[src/rtl/cpu_pkg.sv]
// Shared CPU constants: ALU operation codes, enable levels, RV32I opcodes
// and the decode-to-execute bundle.
package cpu_pkg;

    localparam int unsigned WORD_W     = 32;
    localparam int unsigned REG_ADDR_W = 5;

    localparam logic ENABLE  = 1'b1;
    localparam logic DISABLE = 1'b0;

    typedef enum logic [4:0] {
        ALU_NONE = 5'd0,
        ALU_ADD, ALU_SUB, ALU_SLL, ALU_SLT, ALU_SLTU, ALU_XOR, ALU_SRL,
        ALU_SRA, ALU_OR, ALU_AND, ALU_LUI, ALU_JAL, ALU_JALR,
        ALU_BEQ, ALU_BNE, ALU_BLT, ALU_BGE, ALU_BLTU, ALU_BGEU
    } alu_code_e;

    localparam logic [6:0] OP     = 7'b0110011;
    localparam logic [6:0] OP_IMM = 7'b0010011;
    localparam logic [6:0] LUI    = 7'b0110111;
    localparam logic [6:0] AUIPC  = 7'b0010111;
    localparam logic [6:0] JAL    = 7'b1101111;
    localparam logic [6:0] JALR   = 7'b1100111;
    localparam logic [6:0] BRANCH = 7'b1100011;
    localparam logic [6:0] LOAD   = 7'b0000011;
    localparam logic [6:0] STORE  = 7'b0100011;

    typedef struct packed {
        alu_code_e             alu_code;
        logic [WORD_W-1:0]     op1;
        logic [WORD_W-1:0]     op2;
        logic [WORD_W-1:0]     br_base;
        logic [WORD_W-1:0]     imm;
        logic [WORD_W-1:0]     pc;
        logic [REG_ADDR_W-1:0] rd;
        logic                  reg_we;
        logic                  mem_re;
        logic                  mem_we;
        logic [2:0]            mem_funct3;
        logic [WORD_W-1:0]     store_data;
        logic                  illegal;
    } ex_bundle_t;

    // Register-register and register-immediate arithmetic share one funct3 map;
    // alt selects SUB/SRA.
    function automatic alu_code_e arith_code(input logic [2:0] funct3, input logic alt);
        case (funct3)
            3'b000:  return alt ? ALU_SUB : ALU_ADD;
            3'b001:  return ALU_SLL;
            3'b010:  return ALU_SLT;
            3'b011:  return ALU_SLTU;
            3'b100:  return ALU_XOR;
            3'b101:  return alt ? ALU_SRA : ALU_SRL;
            3'b110:  return ALU_OR;
            default: return ALU_AND;
        endcase
    endfunction

endpackage

[src/rtl/decode_stage_imm_gen.sv]
// Combinational RV32I immediate extraction (I/S/B/U/J), format chosen by opcode,
// sign-extended from inst[31].
module imm_gen
    import cpu_pkg::*;
(
    input  logic [31:0] inst,
    output logic [31:0] imm
);

    always_comb begin
        // NOTE: default assigned first so no path through the case leaves imm unassigned (no latch).
        imm = '0;
        case (inst[6:0])
            OP_IMM, JALR, LOAD: imm = {{20{inst[31]}}, inst[31:20]};
            STORE:              imm = {{20{inst[31]}}, inst[31:25], inst[11:7]};
            BRANCH:             imm = {{19{inst[31]}}, inst[31], inst[7], inst[30:25], inst[11:8], 1'b0};
            LUI, AUIPC:         imm = {inst[31:12], 12'b0};
            JAL:                imm = {{11{inst[31]}}, inst[31], inst[19:12], inst[20], inst[30:21], 1'b0};
            default:            imm = '0;
        endcase
    end

endmodule

[src/rtl/decode_stage.sv]
// RV32I decode stage: accepts an instruction over valid/ready, decodes it against
// combinational register reads, and presents one registered execute bundle.
module decode_stage
    import cpu_pkg::*;
#(
    parameter int unsigned XLEN = WORD_W,
    parameter int unsigned RA_W = REG_ADDR_W
) (
    input  logic            clk,
    input  logic            rst,
    input  logic            flush,
    input  logic            in_valid,
    output logic            in_ready,
    input  logic [31:0]     in_instr,
    input  logic [XLEN-1:0] in_pc,
    output logic [RA_W-1:0] rs1_addr,
    output logic [RA_W-1:0] rs2_addr,
    input  logic [XLEN-1:0] rs1_data,
    input  logic [XLEN-1:0] rs2_data,
    output logic            out_valid,
    input  logic            out_ready,
    output logic [4:0]      alu_code,
    output logic [XLEN-1:0] op1,
    output logic [XLEN-1:0] op2,
    output logic [XLEN-1:0] br_base,
    output logic [XLEN-1:0] imm,
    output logic [XLEN-1:0] pc,
    output logic [RA_W-1:0] rd,
    output logic            reg_we,
    output logic            mem_re,
    output logic            mem_we,
    output logic [2:0]      mem_funct3,
    output logic [XLEN-1:0] store_data,
    output logic            illegal
);

    logic [6:0]      opcode;
    logic [2:0]      funct3;
    logic [6:0]      funct7;
    logic [XLEN-1:0] imm_val;
    logic            accept;
    logic            bad;
    ex_bundle_t      dec;
    ex_bundle_t      bundle_d, bundle_q;
    logic            valid_d, valid_q;

    assign opcode   = in_instr[6:0];
    assign funct3   = in_instr[14:12];
    assign funct7   = in_instr[31:25];
    assign rs1_addr = in_instr[19:15];
    assign rs2_addr = in_instr[24:20];

    assign in_ready = !valid_q || out_ready;
    assign accept   = in_valid && in_ready;

    imm_gen u_imm_gen (
        .inst (in_instr),
        .imm  (imm_val)
    );

    always_comb begin
        dec    = '0;
        bad    = 1'b0;
        dec.pc = in_pc;
        dec.rd = in_instr[11:7];
        case (opcode)
            OP: begin
                dec.alu_code = arith_code(funct3, funct7[5]);
                dec.op1      = rs1_data;
                dec.op2      = rs2_data;
                dec.reg_we   = ENABLE;
                bad = !((funct7 == 7'h00) ||
                        (funct7 == 7'h20 && (funct3 == 3'b000 || funct3 == 3'b101)));
            end
            OP_IMM: begin
                dec.alu_code = arith_code(funct3, in_instr[30] && funct3 == 3'b101);
                dec.op1      = rs1_data;
                // Shifts use only the low five immediate bits; bit 30 is the SRAI select.
                dec.op2      = (funct3 == 3'b001 || funct3 == 3'b101)
                             ? {{(XLEN-5){1'b0}}, imm_val[4:0]} : imm_val;
                dec.imm      = imm_val;
                dec.reg_we   = ENABLE;
            end
            LUI: begin
                dec.alu_code = ALU_LUI;
                dec.op2      = imm_val;
                dec.imm      = imm_val;
                dec.reg_we   = ENABLE;
            end
            AUIPC: begin
                dec.alu_code = ALU_ADD;
                dec.op1      = in_pc;
                dec.op2      = imm_val;
                dec.imm      = imm_val;
                dec.reg_we   = ENABLE;
            end
            JAL: begin
                dec.alu_code = ALU_JAL;
                dec.op1      = in_pc;
                dec.br_base  = in_pc;
                dec.imm      = imm_val;
                dec.reg_we   = ENABLE;
            end
            JALR: begin
                dec.alu_code = ALU_JALR;
                dec.op1      = in_pc;
                dec.br_base  = rs1_data;
                dec.imm      = imm_val;
                dec.reg_we   = ENABLE;
            end
            BRANCH: begin
                case (funct3)
                    3'b000:  dec.alu_code = ALU_BEQ;
                    3'b001:  dec.alu_code = ALU_BNE;
                    3'b100:  dec.alu_code = ALU_BLT;
                    3'b101:  dec.alu_code = ALU_BGE;
                    3'b110:  dec.alu_code = ALU_BLTU;
                    3'b111:  dec.alu_code = ALU_BGEU;
                    default: bad = 1'b1;
                endcase
                dec.op1     = rs1_data;
                dec.op2     = rs2_data;
                dec.br_base = in_pc;
                dec.imm     = imm_val;
            end
            LOAD: begin
                dec.alu_code   = ALU_ADD;
                dec.op1        = rs1_data;
                dec.op2        = imm_val;
                dec.imm        = imm_val;
                dec.mem_re     = ENABLE;
                dec.reg_we     = ENABLE;
                dec.mem_funct3 = funct3;
            end
            STORE: begin
                dec.alu_code   = ALU_ADD;
                dec.op1        = rs1_data;
                dec.op2        = imm_val;
                dec.imm        = imm_val;
                dec.mem_we     = ENABLE;
                dec.mem_funct3 = funct3;
                dec.store_data = rs2_data;
            end
            default: bad = 1'b1;
        endcase

        if (bad) begin
            dec         = '0;
            dec.pc      = in_pc;
            dec.rd      = in_instr[11:7];
            dec.illegal = 1'b1;
        end else if (dec.rd == '0) begin
            dec.reg_we = DISABLE;
        end
    end

    always_comb begin
        bundle_d = bundle_q;
        valid_d  = valid_q;
        if (flush) begin
            valid_d = 1'b0;
        end else if (accept) begin
            valid_d  = 1'b1;
            bundle_d = dec;
        end else if (valid_q && out_ready) begin
            valid_d = 1'b0;
        end
    end

    always_ff @(posedge clk) begin
        // NOTE: non-blocking assignments so every flop samples pre-edge values.
        if (rst) begin
            valid_q  <= 1'b0;
            bundle_q <= '0;
        end else begin
            valid_q  <= valid_d;
            bundle_q <= bundle_d;
        end
    end

    assign out_valid  = valid_q;
    assign alu_code   = bundle_q.alu_code;
    assign op1        = bundle_q.op1;
    assign op2        = bundle_q.op2;
    assign br_base    = bundle_q.br_base;
    assign imm        = bundle_q.imm;
    assign pc         = bundle_q.pc;
    assign rd         = bundle_q.rd;
    assign reg_we     = bundle_q.reg_we;
    assign mem_re     = bundle_q.mem_re;
    assign mem_we     = bundle_q.mem_we;
    assign mem_funct3 = bundle_q.mem_funct3;
    assign store_data = bundle_q.store_data;
    assign illegal    = bundle_q.illegal;

endmodule

[config.mk]
export PLATFORM = sky130hd
export DESIGN_NAME = decode_stage
export DESIGN_NICKNAME = d
export VERILOG_FILES = /design/src/rtl/cpu_pkg.sv /design/src/rtl/decode_stage_imm_gen.sv /design/src/rtl/decode_stage.sv
export SDC_FILE = /design/constraint.sdc
export NUM_CORES = 1
export LEC_CHECK = 0
export BUFFER_PORTS_ARGS = -buffer_cell sky130_fd_sc_hd__clkbuf_2
export CAP_MARGIN = 40
export CORE_MARGIN = 2
export CORE_UTILIZATION = 48
export CTS_CLUSTER_DIAMETER = 30
export DETAILED_ROUTE_END_ITERATION = 8
export MAX_ROUTING_LAYER = met4
export PLACE_DENSITY = 0.86
export REMOVE_ABC_BUFFERS = 1
export SLEW_MARGIN = 20
export SYNTH_ARGS = -nofsm -noshare
export SYNTH_HDL_FRONTEND = slang
export SYNTH_HIERARCHICAL = 1
export SYNTH_SLANG_ARGS = --single-unit
[constraint.sdc]
create_clock -name clk -period 2.5 [get_ports clk]
set_input_delay 0.5 -clock clk [delete_from_list [all_inputs] [get_ports clk]]
set_output_delay 0.5 -clock clk [all_outputs]
set_load 0.03 [all_outputs]
; ---- Yosys cells after proc, flatten, opt, wreduce, memory -nomap -nowiden
; Cells that the tools add are included.
[word_totals]
reg_bits = 210
out_inout_bits = 221
in_bits = 133
word_cells = 88
[op_classes]
mux = 27
eq_ne = 17
reduce_logical = 29
bitwise = 1
[ops]
columns = operator, n
row1 = $mux 170, 1
row2 = $pmux 32 s5, 1
row3 = $pmux 32 s2, 2
row4 = $mux 32, 3
row5 = $pmux 32 s3, 1
row6 = $pmux 4 s7, 2
row7 = $mux 38, 1
row8 = $pmux 5 s7, 1
row9 = $pmux 5 s6, 1
row10 = $eq 7x6->1 const B, 4
row11 = $eq 7x7->1 const B, 3
row12 = $eq 7x5->1 const B, 2
row13 = $reduce_or 7->1, 2
row14 = $eq 3x3->1 const B, 4
row15 = $reduce_or 2->1, 5
row16 = $reduce_or 3->1, 3
row17 = $mux 1, 8
row18 = $mux 4, 2
row19 = $reduce_or 8->1, 1
row20 = $eq 7x2->1 const B, 1
row21 = $logic_not 7->1, 1
row22 = $eq 3x2->1 const B, 2
row23 = $reduce_or 6->1, 1
row24 = $logic_not 5->1, 1
row25 = other kinds (13), 21

; ---- Logic depth before layout (Yosys ltp)
[depth]
depth_word = 7
mapped_depth = 10

; ---- By module
; The synthesis kept the hierarchy.
[modules_own_cells]
columns = mod, n_inst, seq_area_each_um2, area_each_um2, cells_each
row1 = decode_stage, 1, 4204.0, 8034.0, 911
row2 = imm_gen, 1, 0.0, 581.8, 73

; ---- Worst setup path before layout
; Ideal clock, no wire load.
[synth_path]
path_type = input to register
start = in in_instr[4]
end = reg bundle_q (netlist bit imm[10])
cell_stages = 10
slack_ns = 0.428
t_required_ns = 2.383
setup_time_ns = 0.117
arrival_ns = 1.955
cell_sequence = buf_6 and3b_1 buf_2 nand2_1 a311o_1 buf_6 and4_4 buf_6 buf_6 a22o_1
[synth_between]
elab_chain_cells = 5
word_cells_on_any_way = 17
classes_between = 9 x eq/ne / 4 x mux / 4 x reduce/logical
[synth_lines]
columns = element, line_no
row1 = "start, declared", decode_stage.sv:14  ; input logic [31:0] in_instr,
row2 = "$eq 7x5->1, or another cell as far along", "decode_stage_imm_gen.sv:13, decode_stage.sv:66"
row3 = $reduce_or 3->1 / $reduce_or 2->1 (equally long branches), decode_stage_imm_gen.sv:13  ; case (inst[6:0])
row4 = $pmux 32 s5, decode_stage_imm_gen.sv:13
row5 = $mux 32, decode_stage.sv:66  ; case (opcode)
row6 = $mux 170 *, decode_stage.sv:147  ; if (bad) begin
row7 = "end signal, assigned", decode_stage.sv:177  ; bundle_q <= bundle_d;
row8 = "end, declared", decode_stage.sv:44  ; ex_bundle_t bundle_d, bundle_q;
; Mark *: on every way between the ends. The rest lies on a longest branch, timed or not.
; A chain may end at the register's enable or synchronous reset.

; ---- Final worst setup path
[layout_path]
start = in in_instr[28]
end = reg bundle_q (netlist bit br_base[3])
[layout_between]
elab_chain_cells = 6
word_cells_on_any_way = 7
classes_between = 1 x eq/ne / 2 x mux / 4 x reduce/logical
[layout_lines]
columns = element, line_no
row1 = $eq 7x6->1, decode_stage.sv:73  ; (funct7 == 7'h20 && (funct3 == 3'b000 || funct3 == 3'b101)));
row2 = $logic_and 1x1->1, decode_stage.sv:73
row3 = $logic_or 1x1->1 *, decode_stage.sv:72  ; bad = !((funct7 == 7'h00) ||
row4 = $logic_not 1->1 *, decode_stage.sv:72
row5 = $pmux 1 s3 *, decode_stage.sv:66
row6 = $mux 170 *, decode_stage.sv:147
; Marked as above.

==> metrics <==
# rows=48; worst reg2reg endpoint=br_base[3]$_SDFFE_PP0P_; Detail Route Antenna Nets=0; GR Util All Layers=30.77%; final setup fails=0; CTS clk-pin slew, worst paths=40 ps; final total power=0.009464 W; Root Buffer Master=clkbuf_16; Power Density=784.1 mW/mm^2; critical path's top delay family=simple AND/OR/NAND/NOR gates; Synth area leader=dfxtp_1; initial antenna violation count=0; Initial DRT Pass Iterations=6; Horiz. Die Dim=138.0 um; asr flop ratio synth=0%; CP bufs+invs=2; mapped cell area=0.008616 mm^2; reg2reg path depth=8; RR Startpoint=out_valid$_SDFFE_PP0P_; Worst path depth=7; Gate Count Post-Synth=984; top-area cell type share of the netlist area=48.79%; mean routed wirelength per cell=19.22 um; Vias per Instance=6.002; Slowest-stage cell, CP=or4_1; Setup TNS=0 ps; Nets=1451; routed wire length=30.23 mm; crit-path max FO=34; CTS sink cnt=210; 1st-iter DRT viols=841; via count=9441; crit path from=in_instr[28]; Tcrit/Tclk final=75.92%; CTS Hold Buffers Added=0; Worst-Skew Late Latency=510 ps; pin count of the biggest net entering global routing=73; worst path required time=2910 ps; Initial Util=49.47%; n_diodes=0; Maximum Capacitance Violations=0; fill cell count=1355; HPWL after DPL=20.15 mm; RSZ-0062 raised after global routing=false; post-CTS resize count=0; cell count of the worst hold path=2; CP peak stage delay=540 ps; I/O Pins=354; fmax=526.8 MHz; worst ir drop on vdd=0.6166 mV; clock tree buffer depth=3; Mean Syn Cell Area=8.756 um^2; PnR worst setup slack=601.9 ps; CTS tree=done; class of the most critical hold timing path=primary input to register; die height=138.0 um; flop-to-flop setup slack=720 ps; Fin. Hold Viols=0; Synth-to-Final Area Change=40.10%; unique cell type count in the Yosys netlist=57; max_slew headroom=47.71%; core area=0.01742 mm^2; fin util=69.30%; critical path launch point type=primary input; first-pass GRT wire length=45.37 mm; total CTS buffers=43; register area share after synthesis=48.79%; vias in the first global route=8885; crit path DAT=2310 ps; min Tclk post-route=1898 ps; GRT overflow=0; Top FF cell, synth=dfxtp_1; post-CTS setup buffer count=0; Leakage=5.177 nW; number of synthesized flops with an enable pin=0; PortBufs=353; outcome=complete, no violations; placed instance area=0.01069 mm^2; synthesized flop and latch total=210; Remaining DRCs=0; fin area=0.01207 mm^2; CP Class=primary input to register; Fin Clk Skew=15.01 ps; cells along the critical path=clkbuf_2 > or4_1 > nor3_1 > a311o_2 > buf_12 > nand3_1 > a31oi_1; pre-CTS setup slack=118.5 ps; die area=0.01904 mm^2; Setup crit end=br_base[3]$_SDFFE_PP0P_; H-tree levels=2; commonest non-fill, non-tap cell in the layout=clkbuf_2; Synth area leaders=dfxtp_1 (49%), nand2_1 (8.0%), a22o_1 (7.4%), a22oi_1 (5.6%), nand3_1 (4.7%); element type at the critical path end=register; proportion of layout cells with a drive suffix above 1=36.57%; Least-Margin Pin Slew=784.3 ps; pins over their slew limit=0; most frequent cells in the layout=clkbuf_2 (353), dfxtp_1 (210), nand2_1 (183), nand3_1 (81), a22o_1 (73); GP Congestion=0.8563; synth warn=6
[metal layers]
metal / vias up / wire length [um] / track usage (%) / share of wire [%]
met5: - / 0 / - / 0
met4: 0 / 1651 / 17.18 / 5.5
met3: 135 / 2663 / 5.446 / 8.8
met2: 603 / 14280 / 48.21 / 47
met1: 4450 / 11640 / 37.58 / 39
li1: 4253 / - / - / -
[sequential cells by signal, indices dropped and copies added, names as in the netlist]
register / cells
br_base: 32
imm: 32
op1: 32
op2: 32
pc: 32
store_data: 32
alu_code: 5
rd: 5
mem_funct3: 3
illegal: 1
mem_re: 1
mem_we: 1
out_valid: 1
reg_we: 1
[Yosys cell counts, types with 3 or more instances]
master and number:
nand3_1 81, clkbuf_1 65, or3_1 3, nand3b_1 3, a31oi_1 36, buf_6 8
a21oi_1 43, buf_2 13, nor3_1 5, a21o_1 11, a22oi_1 64, nand2_1 183
buf_4 10, o22ai_1 4, and2b_2 8, dfxtp_1 210, a22o_1 73, nor2_1 15
o21ai_1 5, nand2b_1 4, o21ai_2 10, o32ai_1 3, inv_1 6, nor2b_1 10
o21ai_0 70
[worst reg2reg max path, stage by stage (launching register included)]
cell	delay, ps
dfxtp_1	300
nor2b_1	160
inv_1	90
nand3b_1	210
buf_4	250
nor2_2	150
buf_12	220
nand3_1	120
a31oi_1	200
[worst min path at each step]
stage                               startpoint                endpoint  slack, ps
after CTS                                flush  out_valid$_SDFFE_PP0P_        200
after detailed placement  op2[11]$_SDFFE_PP0P_    op2[11]$_SDFFE_PP0P_        440
final                                    flush  out_valid$_SDFFE_PP0P_        220
after global placement     mem_we$_SDFFE_PP0P_     mem_we$_SDFFE_PP0P_        430
after floorplan                            rst      pc[0]$_SDFFE_PP0P_        570
after global routing                     flush  out_valid$_SDFFE_PP0P_        210
[where the power goes]
part / total, W / switching (W) / internal, W
registers: 0.00341 / 0.0000171 / 0.00339
clock network: 0.00539 / 0.00177 / 0.00362
logic: 0.000662 / 0.000446 / 0.000215
total: 0.00946 / 0.00223 / 0.00723
[logic make-up after synthesis]
| group | share of synthesized area (%) |
|---|---|
| compound gates | 26.34 |
| mux | 0.1742 |
| xor+xnor | 0.1017 |
| flops | 48.79 |
| simple gates | 18.78 |
| buf+inv | 5.809 |
[per-stage QoR]
stage	hold slack (ps)	std cells
floorplan	569.1	887
finish	220.0	1573
detailed placement	441.1	1498
CTS	199.3	1573
global placement	433.4	1498
global route	208.4	1573
[cell type report]
class	count	area, um^2	share of cell area, %
timing repair buffer	386	2215	18.35
sequential	210	4204	34.83
clock buffer	57	1189	9.848
clock inverter	18	192.7	1.596
inverter	6	22.52	0.1866
tap	225	281.5	2.332
multi-input combinational	671	3966	32.86
No activity file was read; power rests on OpenSTA's default activity.
